`src/rtl/dcache_data_arbiter.sv`:
```
// Single-port dcache data store controller: arbitrates refill, store and load
// requesters onto one SRAM port and returns load words with 1-cycle latency.
`timescale 1ns/1ps
module dcache_data_arbiter #(
  parameter int unsigned DATA_WIDTH   = 128,
  parameter int unsigned NUM_WORDS    = 256,
  parameter int unsigned WORD_WIDTH   = 64,
  parameter int unsigned STARVE_LIMIT = 4,
  localparam int unsigned ADDR_W  = $clog2(NUM_WORDS),
  localparam int unsigned NSLOT   = DATA_WIDTH / WORD_WIDTH,
  localparam int unsigned OFF_W   = (NSLOT > 1) ? $clog2(NSLOT) : 1,
  localparam int unsigned WBE_W   = WORD_WIDTH / 8,
  localparam int unsigned LBE_W   = DATA_WIDTH / 8
) (
  input  logic                  clk_i,
  input  logic                  rst_ni,
  input  logic                  refill_req_i,
  output logic                  refill_gnt_o,
  input  logic [ADDR_W-1:0]     refill_addr_i,
  input  logic [DATA_WIDTH-1:0] refill_wdata_i,
  input  logic                  st_req_i,
  output logic                  st_gnt_o,
  input  logic [ADDR_W-1:0]     st_addr_i,
  input  logic [OFF_W-1:0]      st_off_i,
  input  logic [WORD_WIDTH-1:0] st_wdata_i,
  input  logic [WBE_W-1:0]      st_be_i,
  input  logic                  ld_req_i,
  output logic                  ld_gnt_o,
  input  logic [ADDR_W-1:0]     ld_addr_i,
  input  logic [OFF_W-1:0]      ld_off_i,
  input  logic                  ld_kill_i,
  output logic                  ld_rvalid_o,
  output logic [WORD_WIDTH-1:0] ld_rdata_o,
  output logic                  ram_en_o,
  output logic                  ram_we_o,
  output logic [LBE_W-1:0]      ram_be_o,
  output logic [ADDR_W-1:0]     ram_addr_o,
  output logic [DATA_WIDTH-1:0] ram_wdata_o,
  input  logic [DATA_WIDTH-1:0] ram_rdata_i
);

  typedef enum logic [1:0] {SEL_NONE, SEL_REFILL, SEL_STORE, SEL_LOAD} sel_e;

  sel_e             sel;
  logic [3:0]       ld_wait_q;
  logic             starve_q;
  logic             rd_pend_q;
  logic [OFF_W-1:0] off_q;

  assign starve_q = (ld_wait_q == 4'(STARVE_LIMIT));

  // Grants are forced low while reset is asserted, independent of requests.
  // NOTE: every always_comb output gets a default first so no latch is inferred.
  always_comb begin
    sel = SEL_NONE;
    if (rst_ni) begin
      if (refill_req_i)                          sel = SEL_REFILL;
      else if (ld_req_i && (starve_q || !st_req_i)) sel = SEL_LOAD;
      else if (st_req_i)                         sel = SEL_STORE;
    end
  end

  assign refill_gnt_o = (sel == SEL_REFILL);
  assign st_gnt_o     = (sel == SEL_STORE);
  assign ld_gnt_o     = (sel == SEL_LOAD);

  always_comb begin
    ram_en_o    = 1'b0;
    ram_we_o    = 1'b0;
    ram_be_o    = '0;
    ram_addr_o  = '0;
    ram_wdata_o = '0;
    unique case (sel)
      SEL_REFILL: begin
        ram_en_o    = 1'b1;
        ram_we_o    = 1'b1;
        ram_be_o    = '1;
        ram_addr_o  = refill_addr_i;
        ram_wdata_o = refill_wdata_i;
      end
      SEL_STORE: begin
        ram_en_o    = 1'b1;
        ram_we_o    = 1'b1;
        ram_be_o    = LBE_W'(st_be_i) << (int'(st_off_i) * WBE_W);
        ram_addr_o  = st_addr_i;
        ram_wdata_o = {NSLOT{st_wdata_i}};
      end
      SEL_LOAD: begin
        ram_en_o   = 1'b1;
        ram_addr_o = ld_addr_i;
      end
      default: ;
    endcase
  end

  // NOTE: sequential state uses non-blocking assignments only; all state here
  // is a handful of flops, so every one of them is reset.
  always_ff @(posedge clk_i or negedge rst_ni) begin
    if (!rst_ni) begin
      ld_wait_q <= '0;
      rd_pend_q <= 1'b0;
      off_q     <= '0;
    end else begin
      if (!ld_req_i || ld_gnt_o) ld_wait_q <= '0;
      else if (!starve_q)        ld_wait_q <= ld_wait_q + 4'd1;
      rd_pend_q <= ld_gnt_o;
      if (ld_gnt_o) off_q <= ld_off_i;
    end
  end

  // Kill only masks the response; the SRAM read already happened.
  assign ld_rvalid_o = rd_pend_q & ~ld_kill_i;
  assign ld_rdata_o  = ld_rvalid_o ? ram_rdata_i[int'(off_q) * WORD_WIDTH +: WORD_WIDTH] : '0;

endmodule

```
`config.mk`:
```
export PLATFORM = sky130hd
export DESIGN_NAME = dcache_data_arbiter
export DESIGN_NICKNAME = d
export VERILOG_FILES = /design/src/rtl/dcache_data_arbiter.sv
export SDC_FILE = /design/constraint.sdc
export NUM_CORES = 1
export LEC_CHECK = 0
export BUFFER_PORTS_ARGS = -buffer_cell sky130_fd_sc_hd__buf_2
export CORE_AREA = 3 3 228 230
export DETAILED_ROUTE_END_ITERATION = 6
export DIE_AREA = 0 0 231 233
export PLACE_DENSITY_LB_ADDON = 0.08
export SLEW_MARGIN = 20
export SYNTH_ARGS = -nofsm -noshare
export SYNTH_HDL_FRONTEND = slang
export SYNTH_SLANG_ARGS = --single-unit
```
`constraint.sdc`:
```
create_clock -name clk_i -period 2.7 [get_ports clk_i]
set_input_delay 0.54 -clock clk_i [delete_from_list [all_inputs] [get_ports clk_i]]
set_output_delay 0.54 -clock clk_i [all_outputs]
set_load 0.02 [all_outputs]
```
# [After elaboration in Yosys (flattened, before gate mapping)]
# Cells that the tools add are included.
[op_classes] reduce_logical=7 n_bitwise=2 eq_ne=5 shift=2 n_mux=12 addsub=1
[ops] cell="$pmux 128 s2" n=1
[ops] cell="$shiftx 128x8->64" n=1
[ops] cell="$mux 64" n=1
[ops] cell="$pmux 16 s2" n=1
[ops] cell="$pmux 8 s3" n=1
[ops] cell="$shl 8x4->16" n=1
[ops] cell="$mux 2" n=4
[ops] cell="$mux 4" n=2
[ops] cell="$add 4x1->4 const B" n=1
[ops] cell="$eq 2x2->1 const B" n=2
[ops] cell="$eq 4x3->1 const B" n=1
[ops] cell="$reduce_or 3->1" n=1
[ops] cell="$eq 2x1->1 const B" n=1
[ops] cell="$logic_not 1->1" n=2
[ops] cell="$logic_or 1x1->1" n=2
[ops] cell="$mux 1" n=2
[ops] cell="$ne 2x1->1 const B" n=1
[ops] cell="$reduce_or 2->1" n=1
[ops] cell="$and 1x1->1" n=1
[ops] cell="$logic_and 1x1->1" n=1
[ops] cell="$not 1->1" n=1
[totals] output_inout_bits=222 wordCells=32 reg_bits=6

# [Longest topological paths before layout]
[depth] word_depth=9 ltp_mapped=7 mapped_depth_nobuf=5

# [Worst setup path before layout]
# OpenSTA, ideal clock, no wires.
[synth_timing] kind="input to output" from="input rst_ni" to="output ram_addr_o[0]" path_stages=4 t_arrival_ps=1884 required_ps=2160 slack_ps=276 path_cell_list="buf_2 nor2b_1 o21ai_1 o311ai_0"
[synth_between] elab_chain_cells=3 word_cells_on_any_way=5 classes_between="eq/ne (3); mux (2)"
[synth_rtl] item="start: declaration" line="16" source="input logic rst_ni,"
[synth_rtl] item="$mux 2 *" line="56" source="if (rst_ni) begin"
[synth_rtl] item="$eq 2x2->1 or $eq 2x1->1 (tied branches)" line="73" source="unique case (sel)"
[synth_rtl] item="$pmux 8 s3 *" line="73"
[synth_rtl] item="end: declaration" line="37" source="output logic [ADDR_W-1:0] ram_addr_o,"
# Every way passes the cells marked *; elsewhere a longest branch is shown, timed or not.

# [Final worst setup path]
[layout_timing] from="register ld_wait_q[0]" to="output ram_wdata_o[4]"
[layout_between] elab_chain_cells=8 word_cells_on_any_way=9 classes_between="eq/ne (3); mux (4); reduce/logical (2)"
[layout_rtl] item="start: declaration" line="45" source="logic [3:0] ld_wait_q;"
[layout_rtl] item="start signal: assignment" line="105" source="else if (!starve_q) ld_wait_q <= ld_wait_q + 4'd1;"
[layout_rtl] item="$eq 4x3->1 *" line="50" source="assign starve_q = (ld_wait_q == 4'(STARVE_LIMIT));"
[layout_rtl] item="$logic_or 1x1->1 *" line="58" source="else if (ld_req_i && (starve_q || !st_req_i)) sel = SEL_LOAD;"
[layout_rtl] item="$logic_and 1x1->1 *" line="58"
[layout_rtl] item="$mux 2 *" line="58"
[layout_rtl] item="$mux 2 *" line="57" source="if (refill_req_i) sel = SEL_REFILL;"
[layout_rtl] item="$mux 2 *" line="56"
[layout_rtl] item="$eq 2x2->1 or $eq 2x1->1 (tied branches)" line="73"
[layout_rtl] item="$pmux 128 s2 *" line="73"
[layout_rtl] item="end: declaration" line="38" source="output logic [DATA_WIDTH-1:0] ram_wdata_o,"
# Marked as above.

==> metrics.txt <==
Netlist cell types=35; Overflow after GRT=0; number of CTS-inserted buffers=3; r2r startpoint=ld_wait_q[0]$_DFFE_PN0P_; Peak Freq=378.0 MHz; status=complete, no violations; most common cell after layout, fill and taps aside=buf_2; first-pass GRT wire length=49.32 mm; non-filler cells, final=1660; Vias=5996; syn_nets=766; DP Worst Slack=-0.02942 ns; min cycle time layout=2.645 ns; worst setup margin=0.05454 ns; clk buf depth=2; Die H=233 um; CORE AREA=0.05007 mm^2; Slew @ Worst Pin=0.9803 ns; Final period util=97.98%; unrepaired setup endpoints after global routing=yes; layout cells sized above 1=66.12%; syn avg cell area=7.647 um^2; routed vias/inst=3.612; average wire per standard cell=23.18 um; Post-DP HPWL=33.63 mm; Inst Count DP=1635; FP Rows=82; vias in the first global route=6134; area delta synth->final=141.1%; clk slew on worst S/H paths=0.04 ns; Peak VDD IR=0.1546 mV; clock latency on the worst-skew pair=0.23 ns; Cells after Synth=404; clock root buffer=clkbuf_16; Die ar.=0.05382 mm^2; critical path class=reg -> out; ys async rst share=100.0%; reg2reg path depth=7; MaxCap Viol Count=0; Hold Crit Class=in -> async; most frequent cells in the layout=buf_2, a22o_1, mux2i_1; nets=1340; worst reg2reg path endpoint=off_q$_DFFE_PN0N_; die width=231 um; Setup Total Neg Slack=0 ns; Ys Warns=0; Post-Syn Area=0.003089 mm^2; Yosys reg bits=6; largest net degree at the start of global routing=66; Final Hold Fails=0; final number of setup-violating endpoints=0; CTS HTree Levels=1; Startpoint Class=flop; Iter 0 DRT Violations=177; port buffer count=581; WL final=38.48 mm; Clock Sinks=6; fin util=14.88%; I/O pin cnt=582; GP Congestion=0.8079; Crit. End Element=primary output; Main synth FF type=dfrtp_1; WP data required=2.16 ns; TritonRoute pass-1 iters=4; sequential-to-total area share from yosys stat=4.860%; initial antenna violation count=33; Rel. slew slack=34.21%; DR DRC count=0; clk_skew=0.003248 ns; CTS tree=yes; Worst Path Max Fanout=9; Post-DRT Antenna Nets=0; Initial Util=6.170%; Post-synth EDFFs=0; R2R Setup Slk=0.68 ns; Slew Limit Fails=0; CP Data Arrival Time=2.11 ns; CTS Hold Bufs=0; Leakage=4.178 nW; P per Cell Area=277.2 mW/mm^2; Total GRT Usage=12.99%
metal layers:
layer | part of all wire, % | global-route usage, % | wire length (um)
met2 | 56 | 27.43 | 21430
met1 | 31 | 11.74 | 12040
met5 | 0.14 | 0 | 52
met3 | 11 | 5.485 | 4352
met4 | 1.6 | 0.9103 | 607
state kept, by name, indices dropped and copies added, names as in the netlist:
signal / flops
off_q: 1
ld_wait_q: 4
rd_pend_q: 1
layout make-up:
class | instances | area [um^2]
Antenna cell | 11 | 27.53
Clock buffer | 4 | 78.83
Fill cell | 5939 | 42620
Inverter | 12 | 45.04
Multi-Input combinational cell | 334 | 2644
Sequential cell | 6 | 153.9
Tap cell | 672 | 840.8
Timing Repair Buffer | 621 | 3659
critical path, stage by stage, from the launching register on:
cell and delay (ns):
dfrtp_1 0.39, inv_2 0.07, ha_4 0.16, and3b_2 0.23, a31oi_4 0.20, buf_12 0.15
buf_16 0.16, clkbuf_16 0.18, a22o_1 0.17, buf_6 0.13
stage by stage:
stage | area [um^2] | power (mW) | hold WS [ns]
floorplan | 3089 | 1.013 | 0.2444
finish | 7448 | 2.065 | 0.3304
CTS | 7069 | 2.019 | 0.3346
global route | 7421 | 2.207 | 0.3552
detailed placement | 6882 | 1.727 | 0.5777
global placement | 6882 | 1.752 | 0.5790
how the worst max path moves through the flow:
stage,start,endpoint,slack (ns),cells after the start
floorplan,rst_ni,ram_addr_o[0],0.28,4
global placement,ld_req_i,ram_addr_o[6],0.02,5
detailed placement,ld_req_i,ram_addr_o[6],-0.03,5
CTS,ld_wait_q[0]$_DFFE_PN0P_,ram_wdata_o[58],-0.0008,8
global route,ld_wait_q[0]$_DFFE_PN0P_,ram_wdata_o[59],-0.02,9
finish,ld_wait_q[0]$_DFFE_PN0P_,ram_wdata_o[4],0.05,9
where the power goes:
group / switching [mW] / internal, mW / leakage (nW) / total [mW]
registers: 0.0541 / 0.115 / 0.0776 / 0.169
logic: 0.869 / 0.774 / 4.06 / 1.64
clock network: 0.0562 / 0.197 / 0.0382 / 0.253
total: 0.979 / 1.09 / 4.18 / 2.06
logic make-up after synthesis:
| group | Yosys count | share of synthesized area, % |
|---|---|---|
| AO/OA/AOI/OAI | 171 | 47.59 |
| AND/OR/NAND/NOR | 93 | 13.57 |
| multiplexers | 67 | 21.75 |
| buffers and inverters | 64 | 11.14 |
| flip-flops | 6 | 4.860 |
| adder cells (fa/ha/maj) | 2 | 0.8099 |
| XOR/XNOR | 1 | 0.2836 |
cells in the mapped netlist, drive strengths merged (2+ instances only):
master	instances	area (um^2)
a211oi	2	20.02
inv	12	45.04
nand2	9	33.78
nand4b	8	70.07
a22o	128	1121
nand3b	2	15.01
o311ai	9	78.83
a21oi	2	10.01
mux2i	66	660.6
nand2b	2	12.51
clkbuf	21	78.83
buf	31	220.2
a21o	16	120.1
dfrtp	6	150.1
ha	2	25.02
a31o	8	70.07
o21ai	3	15.01
nor2	65	244.0
timing repair:
action                                  4_1_cts  5_1_grt
pin swaps                                     1        9
gates cloned                                  2        5
endpoints found under the setup margin       81      126
gates resized for setup                       7       87
setup buffers                                 1        2
Power figures use the tool's default switching activity.
